--- src/rtl/pwls_channel_alu_unit.sv ---
// pwls_channel_alu_unit: one PWL synth voice -- phase accumulator, waveform shaper,
// slope/offset clamp and amplitude multiply. Define PWLS_DETUNE_EN for the detuned second oscillator.
`ifndef CHANNEL_MODE_BITS
`define CHANNEL_MODE_BITS 2
`endif

module pwls_channel_alu_unit #(
    parameter int BITS            = 12,
    parameter int OCT_BITS        = 3,
    parameter int MANTISSA_BITS   = 10,
    parameter int DETUNE_EXP_BITS = 3,
    parameter int SLOPE_EXP_BITS  = 4
) (
    input  logic                          clk,
    input  logic                          reset,
    input  logic [MANTISSA_BITS-1:0]      mantissa,
    input  logic [OCT_BITS-1:0]           octave,
    input  logic [DETUNE_EXP_BITS-1:0]    detune_exp,
    input  logic [BITS-1:0]               tri_offset,
    input  logic [SLOPE_EXP_BITS-1:0]     slope_exp,
    input  logic [BITS-4:0]               slope_offset,
    input  logic [BITS-3:0]               amp,
    input  logic [`CHANNEL_MODE_BITS-1:0] channel_mode,
    output logic [BITS-1:0]               phase,
    output logic signed [BITS-1:0]        out
);
    localparam int ACC_W = BITS + MANTISSA_BITS;
    // Wide enough that t << slope_exp plus a sign bit can never overflow.
    localparam int SW    = BITS + (1 << SLOPE_EXP_BITS);
    localparam int PW    = 2 * BITS - 1;
    localparam logic [BITS-2:0] M = '1;

    typedef enum logic [`CHANNEL_MODE_BITS-1:0] {
        MODE_TRI    = 2'd0,
        MODE_SAW    = 2'd1,
        MODE_SQUARE = 2'd2,
        MODE_MUTE   = 2'd3
    } mode_e;

    function automatic logic signed [BITS-1:0] shape(
        input logic [BITS-1:0]           ph,
        input logic [BITS-1:0]           toff,
        input logic [SLOPE_EXP_BITS-1:0] sexp,
        input logic [BITS-4:0]           soff,
        input logic [BITS-3:0]           gain,
        input mode_e                     mode
    );
        logic [BITS-1:0]        p;
        logic [BITS-2:0]        t;
        logic signed [SW-1:0]   s_wide;
        logic [BITS-2:0]        s;
        logic signed [BITS-1:0] w;
        logic signed [PW-1:0]   prod;
        p = ph + toff;
        case (mode)
            MODE_TRI:    t = p[BITS-1] ? ~p[BITS-2:0] : p[BITS-2:0];
            MODE_SAW:    t = p[BITS-1:1];
            MODE_SQUARE: t = p[BITS-1] ? M : '0;
            default:     t = '0;
        endcase
        s_wide = (SW'(t) << sexp) - SW'({soff, 2'b00});
        if (s_wide < 0)
            s = '0;
        else if (s_wide > $signed(SW'(M)))
            s = M;
        else
            s = s_wide[BITS-2:0];
        w    = $signed({s, 1'b0} - BITS'(1 << (BITS - 1)));
        prod = PW'(w) * PW'($signed({1'b0, gain}));
        // Arithmetic shift of the full product gives round-toward-minus-infinity.
        return (mode == MODE_MUTE) ? '0 : BITS'(prod >>> (BITS - 2));
    endfunction

    logic [ACC_W-1:0]       r_acc_a;
    logic [ACC_W-1:0]       w_inc;
    logic signed [BITS-1:0] w_f_a;
    logic signed [BITS-1:0] w_out_next;

    assign w_inc = ACC_W'({1'b1, mantissa}) << octave;
    assign w_f_a = shape(r_acc_a[ACC_W-1 -: BITS], tri_offset, slope_exp, slope_offset, amp,
                         mode_e'(channel_mode));

`ifdef PWLS_DETUNE_EN
    logic [ACC_W-1:0]       r_acc_b;
    logic [ACC_W-1:0]       w_inc_b;
    logic signed [BITS-1:0] w_f_b;
    logic signed [BITS:0]   w_sum;

    assign w_inc_b    = w_inc + (w_inc >> (MANTISSA_BITS - int'(detune_exp)));
    assign w_f_b      = shape(r_acc_b[ACC_W-1 -: BITS], tri_offset, slope_exp, slope_offset, amp,
                              mode_e'(channel_mode));
    assign w_sum      = {w_f_a[BITS-1], w_f_a} + {w_f_b[BITS-1], w_f_b};
    assign w_out_next = (detune_exp != '0) ? BITS'(w_sum >>> 1) : w_f_a;
`else
    logic w_unused_detune;
    assign w_unused_detune = ^detune_exp;
    assign w_out_next      = w_f_a;
`endif

    // NOTE: state uses non-blocking assignments so every register samples pre-edge values.
    always_ff @(posedge clk) begin
        if (reset) begin
            r_acc_a <= '0;
            out     <= '0;
`ifdef PWLS_DETUNE_EN
            r_acc_b <= '0;
`endif
        end else begin
            r_acc_a <= r_acc_a + w_inc;
            out     <= w_out_next;
`ifdef PWLS_DETUNE_EN
            r_acc_b <= r_acc_b + w_inc_b;
`endif
        end
    end

    assign phase = r_acc_a[ACC_W-1 -: BITS];

endmodule

--- config.mk ---
export PLATFORM = sky130hd
export DESIGN_NAME = pwls_channel_alu_unit
export DESIGN_NICKNAME = d
export VERILOG_FILES = /design/src/rtl/pwls_channel_alu_unit.sv
export SDC_FILE = /design/constraint.sdc
export NUM_CORES = 1
export LEC_CHECK = 0
export CORE_MARGIN = 8
export CORE_UTILIZATION = 35
export CTS_CLUSTER_DIAMETER = 100
export DETAILED_ROUTE_END_ITERATION = 16
export GPL_ROUTABILITY_DRIVEN = 1
export GPL_TIMING_DRIVEN = 0
export HOLD_SLACK_MARGIN = 0.12
export SYNTH_ARGS = -nofsm -noshare
export SYNTH_HDL_FRONTEND = slang
export SYNTH_SLANG_ARGS = --single-unit
--- constraint.sdc ---
create_clock -name clk -period 25 [get_ports clk]
set_clock_uncertainty 0.1 [all_clocks]
set_input_delay 3.75 -clock clk [delete_from_list [all_inputs] [get_ports clk]]
set_output_delay 3.75 -clock clk [all_outputs]
set_load 0.1 [all_outputs]
==> After elaboration in Yosys (flattened, before gate mapping) <==
Cells that the tools add are included.
{ "totals": {"regBits": 34, "inputBits": 55, "output_inout_bits": 24, "elab_cells": 22} }
{ "op_classes": {"n_addsub": 4, "mul": 1, "order_cmp": 2, "n_eq_ne": 3, "shifts": 2, "n_mux": 5, "bitwise_logic": 1, "n_reduce_logical": 2} }
{ "ops": {"columns": ["cell", "count"], "rows": [
  ["$mux W11", 4],
  ["$pmux W11 S3", 1],
  ["$gt A28 B12 Y1 const B", 1],
  ["$lt A28 B1 Y1 const B", 1],
  ["$shl A11 B4 Y28", 1],
  ["$sub A28 B11 Y28", 1],
  ["$add A22 B22 Y22", 1],
  ["$mul A12 B11 Y22", 1],
  ["$shl A11 B3 Y22", 1],
  ["$add A12 B12 Y12", 1],
  ["$sub A12 B12 Y12 const B", 1],
  ["$not A11 Y11", 1],
  ["$eq A2 B2 Y1 const B", 2],
  ["$eq A2 B1 Y1 const B", 1],
  ["$logic_not A2 Y1", 1],
  ["$reduce_or A2 Y1", 1]
]} }

==> Logic depth before layout (Yosys ltp) <==
Gate-level depths: netlist of run 1.
{ "depth": {"word_depth": 11, "ltp_mapped": 50, "mapped_depth_nobuf": 49} }

==> Worst setup path after synthesis of run 1 <==
OpenSTA, ideal clock, no wires.
{ "synth_path": {"kind": "input port to flip-flop", "from": "in tri_offset[6]", "to": "reg out[9]", "setup_time_ns": 0.079, "arrival_time_ns": 13.553, "required_ns": 24.821, "path_slack_ns": 11.268, "stages": 42, "path_cell_list": "ha_1 buf_6 a21oi_4 nor3_1 a211o_1 nor2_4 xnor3_1 a2111oi_4 nor2_2 a221o_1 o2bb2ai_1 ha_1 nand2_1 o21ai_0 a211oi_1 or2_2 xnor2_1 a221oi_1 (+6 left out) fa_1 inv_1 fa_1 inv_1 fa_1 inv_1 fa_1 inv_1 fa_1 inv_1 ha_1 o21ai_0 a221oi_1 nand4_1 o211ai_2 nand3_2 or4b_1 o211ai_1"} }
{ "synth_via": {"elab_chain_cells": 11, "elab_cells_between_ends": 13, "classes_between": "add/sub (3); mul (1); order compare (2); shift (1); mux (5); bitwise (1)"} }
{ "synth_rtl": {"columns": ["item", "line", "text"], "rows": [
  ["start: declaration", "19", "input logic [BITS-1:0] tri_offset,"],
  ["$add A12 B12 Y12 (*)", "54", "p = ph + toff;"],
  ["$not A11 Y11", "56", "MODE_TRI: t = p[BITS-1] ? ~p[BITS-2:0] : p[BITS-2:0];"],
  ["$mux W11", "56", null],
  ["$pmux W11 S3 (*)", "55", "case (mode)"],
  ["$shl A11 B4 Y28 (*)", "61", "s_wide = (SW'(t) << sexp) - SW'({soff, 2'b00});"],
  ["$sub A28 B11 Y28 (*)", "61", null],
  ["$gt A28 B12 Y1", "64", "else if (s_wide > $signed(SW'(M)))"],
  ["$mux W11", "64", null],
  ["$mux W11 (*)", "62", "if (s_wide < 0)"],
  ["$sub A12 B12 Y12 (*)", "68", "w = $signed({s, 1'b0} - BITS'(1 << (BITS - 1)));"],
  ["$mul A12 B11 Y22 (*)", "69", "prod = PW'(w) * PW'($signed({1'b0, gain}));"],
  ["end signal: assignment", "110", "out <= w_out_next;"],
  ["end: declaration", "25", "output logic signed [BITS-1:0] out"]
]} }
Mark *: on every way between the ends. The rest lies on a longest branch, timed or not.
A chain may end at the register's enable or synchronous reset.

==> Worst setup path in the final report of run 1 <==
{ "layout_path": {"from": "in tri_offset[8]", "to": "reg out[9]"} }
Same word-level chain as after synthesis.

==> out/results.tsv, run 1 <==
metric	value	unit
Pre-Repair DR Iteration Count	5	
Slew @ Worst Pin	0.995	ns
Mapped Avg Cell Area	7.95	um2
routability cong.	0.900	
Overall Global Routing Usage	14.7	%
top cells by area, synth	fa_1, ha_1, inv_1	
Final Util	40.4	%
simple-gate share of the synthesized area	20.7	%
clock slew at reported path FFs	0.05	ns
global-route wire length before repair	38.8	mm
XOR/XNOR Fraction of Synth Area	5.62	%
mapped cell area	9170	um2
Final TNS setup	0	ns
WL/cell	14.8	um
Core Box Area	25900	um2
final period utilization	61.8	%
LEAKAGE	4.89	nW
Pwr Density	128	nW/um2
maximum root-to-sink buffer count	2	
complex-gate fraction of the synthesized area	19.8	%
Distinct cells, synth	85	
Post-CTS Setup Bufs	0	
Nets	1476	
Post-synth EDFFs	0	
crit path time final	15.45	ns
io pins	79	
share of layout cells above drive strength 1	5.19	%
H-Tree Level Count	2	
grt ovf	0	
number of diodes	0	
syn nets	1397	
mux cell area share after synthesis	1.80	%
placed insts	1561	
Yosys reg bits	34	
cell family with the largest share of critical-path delay	compound AO/OA/AOI/OAI gates	
Layout area overhead	14.0	%
vias in the first global route	8156	
register area share after synthesis	7.42	%
# hold bufs at CTS	0	
Area after DPL	10300	um2
count of buffer and inverter cells on the critical path	8	
WS Path Type	in2reg	
# DRC	0	
Slew HR	33.5	%
num rows	59	
CP max FO	10	
Initial Util	35.4	%
Post-Syn Instances	1154	
worst path required time	25.10	ns
commonest non-fill, non-tap cells in the layout	inv_1, fa_1, nand2_1, ha_1, clkdlybuf4s50_1	
Setup WS post-layout	9.55	ns
Worst setup SP type	input port	
clock latency on the worst-skew pair	0.28	ns
max incr delay on CP	0.72	ns
Via Count	8218	
dpl hpwl	19.8	mm
CTS tree	built	
final setup fails	0	
Final Cell Area	10500	um2
commonest non-fill, non-tap cell in the layout	inv_1	
flop-to-flop setup slack	12.95	ns
Max Cap Viol	0	
DP Worst Slack	9.28	ns
starting DRC count in detailed routing	559	
Crit. End Element	flip-flop	
number of buffers created by CTS	5	
Hold Vio Cnt, Final	0	
status	completed	
Die Ht	178	um
filler instances	2670	
ys flop type	dfxtp_1	
share of the synthesized area in the top cell type	22.7	%
adder-cell area share of the yosys netlist	34.2	%
Yosys warnings	0	
worst vdd ir	133	uV
post-CTS resize count	0	
IO buf count	72	
Yosys top cell by area	fa_1	
Final ANT Viol Nets	0	
Slowest-stage cell, CP	a21oi_1	
asr flop ratio synth	0	%
Hold WC Path Type	reg2reg	
WL final	23.2	mm
Die Wd	178	um
Max Transition Viols Final	0	
DR vias/cell	5.24	
arrival time worst endpoint	15.55	ns
DIE AREA	31600	um2
Final Non-Filler Cells	1569	
Highest Clock Rate	0.0647	GHz
largest family of logic cells by synthesized area	adder cells	
Clock Root Buffer	clkbuf_16	
RSZ-0062 raised after global routing	no	
largest net degree at the start of global routing	11	
initial antenna violation count	0	
clock sinks	34	
-- where the power goes --
part | internal [mW] | switching (mW)
registers | 0.0752 | 0.0126
clock network | 0.0395 | 0.0227
logic | 0.487 | 0.701
-- through the flow --
stage	power (mW)	hold WS (ns)
after floorplan	1.05	0.407
after global placement	1.27	0.448
after detailed placement	1.28	0.452
after CTS	1.35	0.465
after global routing	1.52	0.523
final	1.34	0.466
-- per-layer routing --
layer,track usage [%],wire length [um]
met3,1.40,894
met1,18.9,10500
met5,0,0
met2,26.0,11400
met4,3.72,414
-- tightest hold or removal path, stage by stage (launching register included) --
cell,delay [ns]
dfxtp_1,0.31
ha_1,0.12
nor2b_1,0.11
-- synthesized netlist by cell type, drive strengths merged, types with 29 or more instances --
| master | instances |
|---|---|
| and2 | 69 |
| nor3 | 31 |
| nand2 | 102 |
| clkbuf | 31 |
| inv | 183 |
| a21oi | 64 |
| xnor2 | 29 |
| fa | 104 |
| o21ai | 55 |
| nor2 | 71 |
| ha | 84 |
| dfxtp | 34 |
-- logic make-up (layout without fill, tap and decap cells) --
family / count (synthesis) / count (layout)
muxes: 16 / 16
xor gates and xnor gates: 47 / 47
buffers and inverters: 238 / 318
and+or+nand+nor: 373 / 373
adders and majority gates: 188 / 188
AOI/OAI and AO/OA: 258 / 258
DFF: 34 / 34
-- sequential cells by signal, indices dropped and copies added (netlist names) --
register  count
out          12
r_acc_a      22
-- path summary, 6_finish.rpt --
kind         cells after the start           from          to
max                             44  tri_offset[8]      out[9]
min                              2     r_acc_a[0]  r_acc_a[0]
max reg2reg                     43    r_acc_a[18]      out[9]
min reg2reg                      2     r_acc_a[0]  r_acc_a[0]
-- area by class of cell --
class	instances	area [um2]	share of cell area (%)
clock inverter	1	5.00	0.0479
buffer	55	275	2.63
timing repair buffer	72	721	6.89
clock buffer	7	143	1.36
sequential	34	681	6.51
multi-input combinational	882	7530	72.0
inverter	183	687	6.57
tap	335	419	4.01
(Power assumes the default switching activity.)
==> run 2, diff against run 1 <==
clock period = 15.4 ns   (was 25 ns; I/O delays follow)
==> results of run 2 <==
The final DEF is identical to that of run 1. Status: completed.
Main changes from that run: setup slack after placement 9.28 ns -> 1.12 ns; setup slack after layout 9.55 ns -> 1.39 ns; register-to-register setup slack 12.95 ns -> 3.35 ns; total power 1.34 mW -> 2.17 mW; worst IR drop on VDD 133 uV -> 216 uV
